**src/rtl/voice_allocator.sv**
```systemverilog
// Polyphonic voice allocator: assigns note-on/note-off events to NUM_VOICES
// voices, retriggering a voice already playing the note, stealing the oldest
// voice when none is free, and holding key_on low for RETRIG_CYCLES before a
// sounding voice is reassigned so its envelope restarts.
// Ports:
//   Clk, Reset          - clock, synchronous active-high reset
//   ev_valid/ev_ready   - event handshake (ev_ready is combinational)
//   ev_note_on, ev_note - event type (1 = on) and 7-bit MIDI note
//   voice_note          - per-voice note, voice i at [8i+7:8i], bit 7 = 0
//   voice_key_on        - per-voice key_on
//   steal_pulse         - one cycle when a note-on steals a sounding voice
//   ignore_pulse        - one cycle when a note-off matches no sounding voice
module voice_allocator #(
  parameter int unsigned NUM_VOICES    = 4,
  parameter int unsigned AGE_W         = 4,
  parameter int unsigned RETRIG_CYCLES = 2
) (
  input  logic                    Clk,
  input  logic                    Reset,
  input  logic                    ev_valid,
  output logic                    ev_ready,
  input  logic                    ev_note_on,
  input  logic [6:0]              ev_note,
  output logic [8*NUM_VOICES-1:0] voice_note,
  output logic [NUM_VOICES-1:0]   voice_key_on,
  output logic                    steal_pulse,
  output logic                    ignore_pulse
);

  localparam int unsigned IDX_W = (NUM_VOICES > 1) ? $clog2(NUM_VOICES) : 1;
  localparam int unsigned CNT_W = (RETRIG_CYCLES > 1) ? $clog2(RETRIG_CYCLES) : 1;
  localparam logic [IDX_W-1:0] LAST_IDX = IDX_W'(NUM_VOICES - 1);
  localparam logic [CNT_W-1:0] LAST_CNT = CNT_W'(RETRIG_CYCLES - 1);
  localparam logic [AGE_W-1:0] AGE_MAX  = '1;

  typedef enum logic [1:0] {IDLE, SCAN, APPLY, GAP} state_t;

  state_t state_q, state_d;

  logic [IDX_W-1:0]      idx_q;
  logic                  op_on_q;
  logic [6:0]            op_note_q;
  logic                  match_found_q, free_found_q;
  logic [IDX_W-1:0]      match_idx_q, free_idx_q, oldest_idx_q, target_q;
  logic [AGE_W-1:0]      oldest_age_q;
  logic [CNT_W-1:0]      gap_cnt_q;
  logic [6:0]            note_q [NUM_VOICES];
  logic [AGE_W-1:0]      age_q  [NUM_VOICES];
  logic [NUM_VOICES-1:0] key_on_q;

  logic                  set_c, clear_c, steal_c, ignore_c;
  logic [IDX_W-1:0]      set_idx_c, clear_idx_c, tgt_c;

  assign ev_ready     = (state_q == IDLE) && !Reset;
  assign voice_key_on = key_on_q;

  // Pack per-voice notes onto the flat output bus.
  always_comb begin
    voice_note = '0;
    for (int i = 0; i < NUM_VOICES; i++) begin
      voice_note[8*i +: 8] = {1'b0, note_q[i]};
    end
  end

  // State register.
  always_ff @(posedge Clk) begin
    if (Reset) state_q <= IDLE;
    else       state_q <= state_d;
  end

  // Next state and per-cycle voice update strobes.
  always_comb begin
    state_d     = state_q;
    set_c       = 1'b0;
    set_idx_c   = '0;
    clear_c     = 1'b0;
    clear_idx_c = '0;
    steal_c     = 1'b0;
    ignore_c    = 1'b0;
    // Note-on priority: retrigger matching voice, then free voice, then oldest.
    tgt_c = match_found_q ? match_idx_q : (free_found_q ? free_idx_q : oldest_idx_q);
    unique case (state_q)
      IDLE: if (ev_valid) state_d = SCAN;
      SCAN: if (idx_q == LAST_IDX) state_d = APPLY;
      APPLY: begin
        state_d = IDLE;
        if (op_on_q) begin
          if (!match_found_q && free_found_q) begin
            set_c     = 1'b1;
            set_idx_c = tgt_c;
          end else begin
            clear_c     = 1'b1;
            clear_idx_c = tgt_c;
            steal_c     = !match_found_q;
            state_d     = GAP;
          end
        end else if (match_found_q) begin
          clear_c     = 1'b1;
          clear_idx_c = match_idx_q;
        end else begin
          ignore_c = 1'b1;
        end
      end
      GAP: begin
        if (gap_cnt_q == LAST_CNT) begin
          set_c     = 1'b1;
          set_idx_c = target_q;
          state_d   = IDLE;
        end
      end
      default: state_d = IDLE;
    endcase
  end

  // Event capture, voice scan and voice state.
  always_ff @(posedge Clk) begin
    if (Reset) begin
      idx_q         <= '0;
      op_on_q       <= 1'b0;
      op_note_q     <= '0;
      match_found_q <= 1'b0;
      free_found_q  <= 1'b0;
      match_idx_q   <= '0;
      free_idx_q    <= '0;
      oldest_idx_q  <= '0;
      oldest_age_q  <= '0;
      target_q      <= '0;
      gap_cnt_q     <= '0;
      key_on_q      <= '0;
      steal_pulse   <= 1'b0;
      ignore_pulse  <= 1'b0;
      for (int i = 0; i < NUM_VOICES; i++) begin
        note_q[i] <= '0;
        age_q[i]  <= '0;
      end
    end else begin
      steal_pulse  <= steal_c;
      ignore_pulse <= ignore_c;

      if (state_q == IDLE && ev_valid) begin
        op_on_q       <= ev_note_on;
        op_note_q     <= ev_note;
        idx_q         <= '0;
        match_found_q <= 1'b0;
        free_found_q  <= 1'b0;
        oldest_idx_q  <= '0;
        oldest_age_q  <= '0;
      end

      if (state_q == SCAN) begin
        idx_q <= idx_q + IDX_W'(1);
        if (!match_found_q && key_on_q[idx_q] && note_q[idx_q] == op_note_q) begin
          match_found_q <= 1'b1;
          match_idx_q   <= idx_q;
        end
        if (!free_found_q && !key_on_q[idx_q]) begin
          free_found_q <= 1'b1;
          free_idx_q   <= idx_q;
        end
        // Strict compare keeps the lowest index on ties.
        if (age_q[idx_q] > oldest_age_q) begin
          oldest_age_q <= age_q[idx_q];
          oldest_idx_q <= idx_q;
        end
      end

      if (state_q == APPLY) begin
        target_q  <= tgt_c;
        gap_cnt_q <= '0;
      end

      if (state_q == GAP) gap_cnt_q <= gap_cnt_q + CNT_W'(1);

      if (clear_c) key_on_q[clear_idx_c] <= 1'b0;

      if (set_c) begin
        note_q[set_idx_c]   <= op_note_q;
        key_on_q[set_idx_c] <= 1'b1;
        for (int i = 0; i < NUM_VOICES; i++) begin
          if (IDX_W'(i) == set_idx_c)  age_q[i] <= '0;
          else if (age_q[i] != AGE_MAX) age_q[i] <= age_q[i] + AGE_W'(1);
        end
      end
    end
  end

endmodule
```
**config.mk**
```make
export PLATFORM = sky130hd
export DESIGN_NAME = voice_allocator
export DESIGN_NICKNAME = d
export VERILOG_FILES = /design/src/rtl/voice_allocator.sv
export SDC_FILE = /design/constraint.sdc
export NUM_CORES = 1
export LEC_CHECK = 0
export CORE_MARGIN = 2
export CORE_UTILIZATION = 50
export DETAILED_ROUTE_END_ITERATION = 8
export DONT_BUFFER_PORTS = 1
export GPL_ROUTABILITY_DRIVEN = 0
export SLEW_MARGIN = 20
export SYNTH_ARGS = -nofsm -noshare
export SYNTH_HDL_FRONTEND = slang
export SYNTH_SLANG_ARGS = --single-unit
```
**constraint.sdc**
```tcl
create_clock -name Clk -period 3.1 [get_ports Clk]
set_clock_uncertainty 0.05 [all_clocks]
set_input_delay 0.31 -clock Clk [delete_from_list [all_inputs] [get_ports Clk]]
set_output_delay 0.31 -clock Clk [all_outputs]
set_load 0.02 [all_outputs]
```
Word level (Yosys, flattened, before mapping)
Memory sizes are Yosys's and may differ from the RTL's. A register that Yosys moved wholly into a read port is not among the register bits.
Index checks and enable logic that the tools add are counted.
{"block": "totals", "register_bits": 33, "latch_bits": 0, "mem_bits_rw": 44, "mem_bits_ro": 0, "inputBits": 11, "out_inout_bits": 39, "word_cells": 185, "mem_count": 2}
{"memory": "note_q", "words": 4, "width": 7, "rd": 5, "rd_ports_with_merged_regs": 1, "write_ports": 4, "line_no": "47", "rtl": "logic [6:0] note_q [NUM_VOICES];"}
{"memory": "age_q", "words": 4, "width": 4, "rd": 5, "rd_ports_with_merged_regs": 1, "write_ports": 4, "line_no": "48", "rtl": "logic [AGE_W-1:0] age_q [NUM_VOICES];"}
{"block": "op_classes", "addsub": 6, "mul": 0, "div": 0, "magnitude_cmp": 6, "eq_ne": 15, "shift": 0, "muxes": 106, "n_bitwise": 13, "n_reduce_logical": 22}
{"op": "1-bit 2-to-1 mux", "count": 61}
{"op": "4-bit 2-to-1 mux", "count": 14}
{"op": "2-bit 2-to-1 mux", "count": 24}
{"op": "4-bit by 1-bit adder with 4-bit output (second input constant)", "count": 4}
{"op": "4-bit inequality test (second input constant)", "count": 4}
{"op": "2-bit by 3-bit less-than comparator with 1-bit output (second input constant)", "count": 3}
{"op": "1-bit logical AND", "count": 8}
{"op": "1-bit OR", "count": 8}
{"op": "2-bit one-hot mux with 4 select lines", "count": 1}
{"op": "7-bit == test", "count": 1}
{"op": "7-bit 2-to-1 mux", "count": 1}
{"op": "7-bit OR reduction", "count": 1}
{"op": "2-bit == test (second input constant)", "count": 3}
{"op": "2-bit inequality test (second input constant)", "count": 3}
{"op": "4-bit bitwise AND", "count": 1}
{"op": "1-bit demux with 2-bit select", "count": 2}
{"op": "2-bit == test (first input constant)", "count": 2}
{"op": "2-bit by 1-bit greater-or-equal comparator with 1-bit output (second input constant)", "count": 2}
{"op": "4-bit > comparator", "count": 1}
{"op": "1-bit zero test", "count": 4}
{"op": "2-bit zero test", "count": 2}
{"op": "4-bit NOT", "count": 1}
{"op": "4-bit OR", "count": 1}
{"op": "2-bit one-hot mux with 2 select lines", "count": 1}
{"op": "other kinds (12)", "count": 15}

Logic depth before layout (Yosys ltp)
Gate-level depths: netlist of run 1.
{"block": "depth", "depth_word": 15, "ltp_mapped": 10, "depth_no_buf": 9}

Worst setup path before layout of run 1
OpenSTA, ideal clock, no wires.
{"block": "synth_timing", "path_type": "reg2reg", "start": "reg with a tool-made name", "end": "reg oldest_age_q[1]", "setup_ns": 0.128, "arrival_ns": 2.369, "required_ns": 2.922, "path_slack_ns": 0.553, "stages_incl_launch_ff": 10, "n_path_buf": 1, "period_less_slack_ns": 2.547, "cell_sequence": "dfxtp_1 > buf_6 > mux4_1 > ha_1 > nor2b_1 > o21a_1 > o21a_1 > o211ai_2 > mux2i_1 > nor2_1"}
{"element": "to (signal assigned)", "line_no": "162", "rtl": "oldest_age_q <= age_q[idx_q];"}
{"element": "to (decl)", "line_no": "45", "rtl": "logic [AGE_W-1:0] oldest_age_q;"}

==> results of run 1 <==
==> per-layer routing <==
layer  GRT usage [%]  up-vias  routed length [um]
met5               0        -                   0
met1            28.9     1335                4050
met2            37.0       86                4380
met4            10.7        0                 215
li1                -     1349                   -
met3            5.61       18                 563
==> sequential cells by signal, summed over array words and instances, names as in the netlist, 4 cells and up, named ones only <==
signal,flops
age_q,16
voice_key_on,4
op_note_q,7
note_q,28
oldest_age_q,4
==> through the flow <==
step	hold slack [ns]	worst slack [ns]
finish	0.0287	0.445
floorplan	0.386	0.553
detailed placement	0.338	0.468
CTS	0.0169	0.410
global route	0.00361	0.316
global placement	0.336	0.571
==> area by class of cell <==
class	instances	area [um^2]	area share (%)
clock buffers	9	124	2.89
repair buffers	14	103	2.39
multi-input cells	257	1740	40.7
clock inverters	7	119	2.77
well taps	102	128	2.98
inverters	13	48.8	1.14
flip-flops and latches	79	2020	47.2
==> where the power goes <==
group          switching, uW  leakage [uW]  internal, uW
Sequential              62.9      0.000739          1140
Combinational            134      0.000840          94.1
Clock                    399      0.000118           538
==> worst max-delay path, cell delays in order, from the launching register on <==
cell and delay [ns]:
edfxtp_1 0.44, mux4_1 0.56, ha_1 0.31, nor2b_1 0.13
o21a_1 0.16, o21a_1 0.20, o211ai_2 0.39, mux2i_1 0.26
nor2_1 0.05
==> layout by cell type (no fill, tap or decap), drive strengths merged, types with 2 or more instances in the layout <==
cell type,netlist,final
o211ai,2,2
a21oi,22,22
o21ai,12,12
a311oi,3,3
and3,17,17
nand2b,4,4
mux4,12,12
a31oi,3,3
or2,2,2
inv,13,15
nand3,13,13
edfxtp,44,44
and2,3,3
nand2,49,49
o22ai,2,2
clkbuf,12,9
nand4,4,4
o2111ai,2,2
conb,1,4
o32ai,2,2
nor3,6,6
xnor2,9,9
xor2,2,2
dfxtp,35,35
nor2,39,39
nor4,5,5
bufinv,0,3
ha,9,9
mux2i,6,6
buf,12,14
nor2b,6,6
a21o,5,5
o21a,2,2
mux2,2,2
==> cell families (layout without fill, tap and decap cells) <==
family / after synthesis / in the layout / synth area share, %
and+or+nand+nor: 151 / 151 / 18.5
DFF: 79 / 79 / 51.4
AOI/OAI and AO/OA: 62 / 62 / 10.1
buffers and inverters: 37 / 43 / 4.61
muxes: 20 / 20 / 10.0
xor gates and xnor gates: 11 / 11 / 2.45
adders and majority gates: 9 / 9 / 2.86
other: 1 / 4 / 0.0954
==> worst paths after layout <==
path,startpoint,end,depth (start not counted)
min,Reset,idx_q[0],1
max reg2reg,age_q[2][1],oldest_age_q[1],8
min reg2reg,match_idx_q[1],match_idx_q[1],2
max,age_q[2][1],oldest_age_q[1],8
==> impl_metrics.json, run 1 <==
{
  "finalCriticalPeriod_ns": 2.65,
  "path_class": "flip-flop to flip-flop",
  "fp-row-count": 32,
  "worst-path-max-fanout": 7,
  "core_mm2": 0.00769,
  "maxCapViolCount": 0,
  "finalPower_uw": 2370,
  "final_nets": 394,
  "period_share_pct": 85.6,
  "p_leak_uw": 0.00170,
  "grt_pass1_vias": 2827,
  "post_cts_buffers": 0,
  "synth-edff-count": 44,
  "place_area_mm2": 0.00404,
  "rsz0062_at_grt": "false",
  "cts-root-buf": "clkbuf_8",
  "die-width_um": 92.7,
  "hold_viol": 0,
  "htreeDepth": 3,
  "power.density_mw_per_mm2": 553,
  "crit_path_start_kind": "flip-flop",
  "status": "finished, final reports clean",
  "yosysSeqAreaShare_pct": 51.4,
  "synth-seq-cells": 79,
  "dpl.hpwl_mm": 6.42,
  "post-route-util_pct": 55.8,
  "ys.flop_type": "edfxtp_1",
  "path_clk_slew_ns": 0.08,
  "crit_required_ns": 3.28,
  "grt_max_degree": 28,
  "grt_pass1_wl_mm": 14.7,
  "antenna_found_initial": 0,
  "port_buffers": 0,
  "cp.arrival_ns": 2.83,
  "tightest_slew_ns": 0.622,
  "cts_tree": "done",
  "r2r_setup_slack_ns": 0.45,
  "cts_made_buffers": 9,
  "hp-class": "primary input to flip-flop",
  "cts.path.max_buffers": 2,
  "clock_latency_ns": 0.35,
  "hold_buffers": 1,
  "final_area_mm2": 0.00429,
  "synth_area_leaders": "edfxtp_1, dfxtp_1, mux4_1",
  "slew_headroom_pct": 58.2,
  "overflow": 0,
  "ctsResizeCount": 0,
  "synth.yosys.warnings": 0,
  "synth_cell_type_count": 52,
  "vias_per_cell": 5.80,
  "drc": 0,
  "timing.fmax_ghz": 0.377,
  "yosysMostFrequentCell": "nand2_1",
  "synth_top_area_cell": "edfxtp_1",
  "fillers": 670,
  "start_util_pct": 51.2,
  "io_pins": 50,
  "syn_area_mm2": 0.00393,
  "grt_usage_pct": 22.8,
  "fin_cells": 481,
  "fp.dieH_um": 92.7,
  "clock-sinks": 79,
  "final.setup.tns_ns": 0,
  "diodes": 0,
  "ant_nets": 0,
  "drive_gt1_share_pct": 10.3,
  "syn_avg_cell_area_um2": 10.6,
  "setup_viol": 0,
  "drt-initial-drc-count": 150,
  "synthArstFlopShare_pct": 0,
  "yosys-top-cells-count": "nand2_1, edfxtp_1, nor2_1",
  "ir_worst_vdd_uv": 274,
  "area_growth_pct": 9.04,
  "wirelength_mm": 9.21,
  "die-area_mm2": 0.00859,
  "slew_violations": 0,
  "yosysTopAreaCellShare_pct": 33.6,
  "syn-instance-count": 370,
  "dr.pass1.iters": 4,
  "vias": 2788,
  "dp.cells": 464,
  "end_kind": "flip-flop",
  "routedWlPerCell_um": 19.1
}
No activity file was read; power rests on OpenSTA's default activity.
==> run 2, diff against run 1 <==
BUFFER_PORTS_ARGS = -buffer_cell sky130_fd_sc_hd__buf_4   (was unset)
DONT_BUFFER_PORTS = unset   (was 1)
PLACE_DENSITY = 0.7   (was unset)
==> run 2 against run 1 <==
Effect of this change: utilization grew 3.9 points; wire length shrank 5.0%; register-to-register slack gained 0.04 ns; global-route usage shrank 1.2 points; largest power group unchanged; highest routed layer unchanged.
==> impl_metrics.json, run 2 (synthesis results as in run 1) <==
{
  "r2r_end": "oldest_age_q[2]",
  "path_cells": "mux4_1 -> ha_1 -> nor2b_1 -> o21a_1 -> o21a_1 -> o211ai_2 -> mux2i_1 -> nor2_1",
  "layout_common_cells": "buf_4, nand2_1, edfxtp_1",
  "crit_required_ns": 3.28,
  "antenna_found_initial": 0,
  "cts-root-buf": "clkbuf_8",
  "fp.dieH_um": 92.7,
  "dr.pass1.iters": 4,
  "rr_startpoint": "age_q[2][1]",
  "grt_pass1_wl_mm": 14.2,
  "grt_pass1_vias": 2813,
  "reg_top3": "note_q: 28 flops, age_q: 16 flops, op_note_q: 7 flops",
  "slew_headroom_pct": 62.3,
  "hold_viol": 0,
  "worstHoldEndpoint": "op_note_q[4]",
  "multi_input_area_mm2": 0.00174,
  "worst_path_most_repeated_cell": "o21a_1",
  "cp.arrival_ns": 2.79,
  "max_flop_register": "note_q",
  "grt_max_degree": 34,
  "final_area_mm2": 0.00459,
  "hp-class": "primary input to flip-flop",
  "io_pins": 50,
  "p_int_uw": 1800,
  "maxCapViolCount": 0,
  "reg2reg_depth": 8,
  "crit_path_start_kind": "flip-flop",
  "clockPowerShare_pct": 38.8,
  "critPathMaxStageDelay_ns": 0.55,
  "place_area_mm2": 0.00434,
  "ctsResizeCount": 0,
  "cts.path.max_buffers": 2,
  "pwr-share-comb_pct": 11.5,
  "core_mm2": 0.00769,
  "routedWlPerCell_um": 16.8,
  "final_nets": 434,
  "clock-sinks": 79,
  "overflow": 0,
  "hold_buffers": 0,
  "power.density_mw_per_mm2": 520,
  "area_growth_pct": 16.7,
  "drc": 0,
  "switching_share_pct": 24.7,
  "final.setup.tns_ns": 0,
  "clock_latency_ns": 0.35,
  "end_kind": "flip-flop",
  "p_switching_uw": 589,
  "path_clk_slew_ns": 0.09,
  "min_from": "ev_note[4]",
  "post_cts_buffers": 0,
  "start_util_pct": 51.2,
  "timing.fmax_ghz": 0.383,
  "setup_viol": 0,
  "dpl.hpwl_mm": 6.08,
  "cp_slowest_cell": "mux4_1",
  "whs_path_depth": 3,
  "crit_family": "multiplexers",
  "period_share_pct": 84.2,
  "ir_worst_vdd_uv": 221,
  "drt-initial-drc-count": 204,
  "port_buffers": 45,
  "ant_nets": 0,
  "vias": 2986,
  "dp_slack_ns": 0.512,
  "regArea_mm2": 0.00202,
  "post-route-util_pct": 59.7,
  "slew_violations": 0,
  "grt_usage_pct": 21.7,
  "die-area_mm2": 0.00859,
  "status": "finished, final reports clean",
  "fp-row-count": 32,
  "r2r_setup_slack_ns": 0.49,
  "rsz0062_at_grt": "false",
  "layout.cells.most_common": "buf_4",
  "cts_tree": "done",
  "die-width_um": 92.7,
  "fillers": 645,
  "largest_reg_flops": 28,
  "fin_ws_ns": 0.489,
  "path_class": "flip-flop to flip-flop",
  "pwr-share-seq_pct": 49.7,
  "htreeDepth": 3,
  "worst-path-max-fanout": 7,
  "wirelength_mm": 8.75,
  "diodes": 0,
  "finalCriticalPeriod_ns": 2.61,
  "vias_per_cell": 5.73,
  "p_leak_uw": 0.00190,
  "critical_path_buf_inv_count": 0,
  "tightest_slew_ns": 0.560,
  "drive_gt1_share_pct": 18.9,
  "cts_made_buffers": 9
}
-- run 2: cell types whose count changed in the layout (fill, tap and decap cells not counted) --
cell	delta
buf_2	-1
a21oi_2	-1
a21oi_1	+1
clkinv_1	-1
clkinv_2	+1
buf_4	+41
clkinv_4	+1
inv_6	-1
-- run 2: cell type report --
cell class	count	share of cell area (%)
inverters	13	1.06
well taps	102	2.78
multi-input cells	257	37.9
flip-flops and latches	79	44.1
clock inverters	7	2.62
repair buffers	54	8.84
clock buffers	9	2.70
-- run 2: worst max path at each step --
| stage | from | endpoint | depth (start not counted) |
|---|---|---|---|
| 6_report | age_q[2][1] | oldest_age_q[2] | 8 |
| 5_1_grt | flip-flop | oldest_age_q[2] | 10 |
| 4_1_cts | age_q[2][1] | oldest_age_q[2] | 8 |
| 3_5_place_dp | age_q[2][1] | oldest_age_q[2] | 8 |
| 3_3_place_gp | age_q[2][1] | oldest_age_q[1] | 8 |
| 2_1_floorplan | flip-flop | oldest_age_q[1] | 9 |
-- run 2: per-layer routing --
layer	GRT usage, %	up-vias	share of wire, %	routed length, um
met3	4.56	20	7.6	661
met1	29.5	1399	44	3820
met5	0	-	0	0
met4	8.46	0	2.3	200
li1	-	1439	-	-
met2	34.2	128	46	4070
-- run 2: worst min-delay path: stages --
cell     delay (ns)
buf_4          0.11
nand2_1        0.04
a21oi_1        0.05
-- run 2: power groups by stage --
stage	Clock [uW]	Sequential (uW)	Combinational [uW]
6_report	926	1190	274
3_5_place_dp	0	1210	274
4_1_cts	939	1190	276
3_3_place_gp	0	1210	271
5_1_grt	981	1190	302
2_1_floorplan	0	1210	190
-- run 2: per-stage QoR --
step                      power [uW]  hold WS (ns)  instances
after floorplan                 1400         0.386        373
after global placement          1480         0.401        505
after detailed placement        1480         0.406        505
after CTS                       2400         0.147        521
after global routing            2480         0.146        521
final                           2390         0.152        521
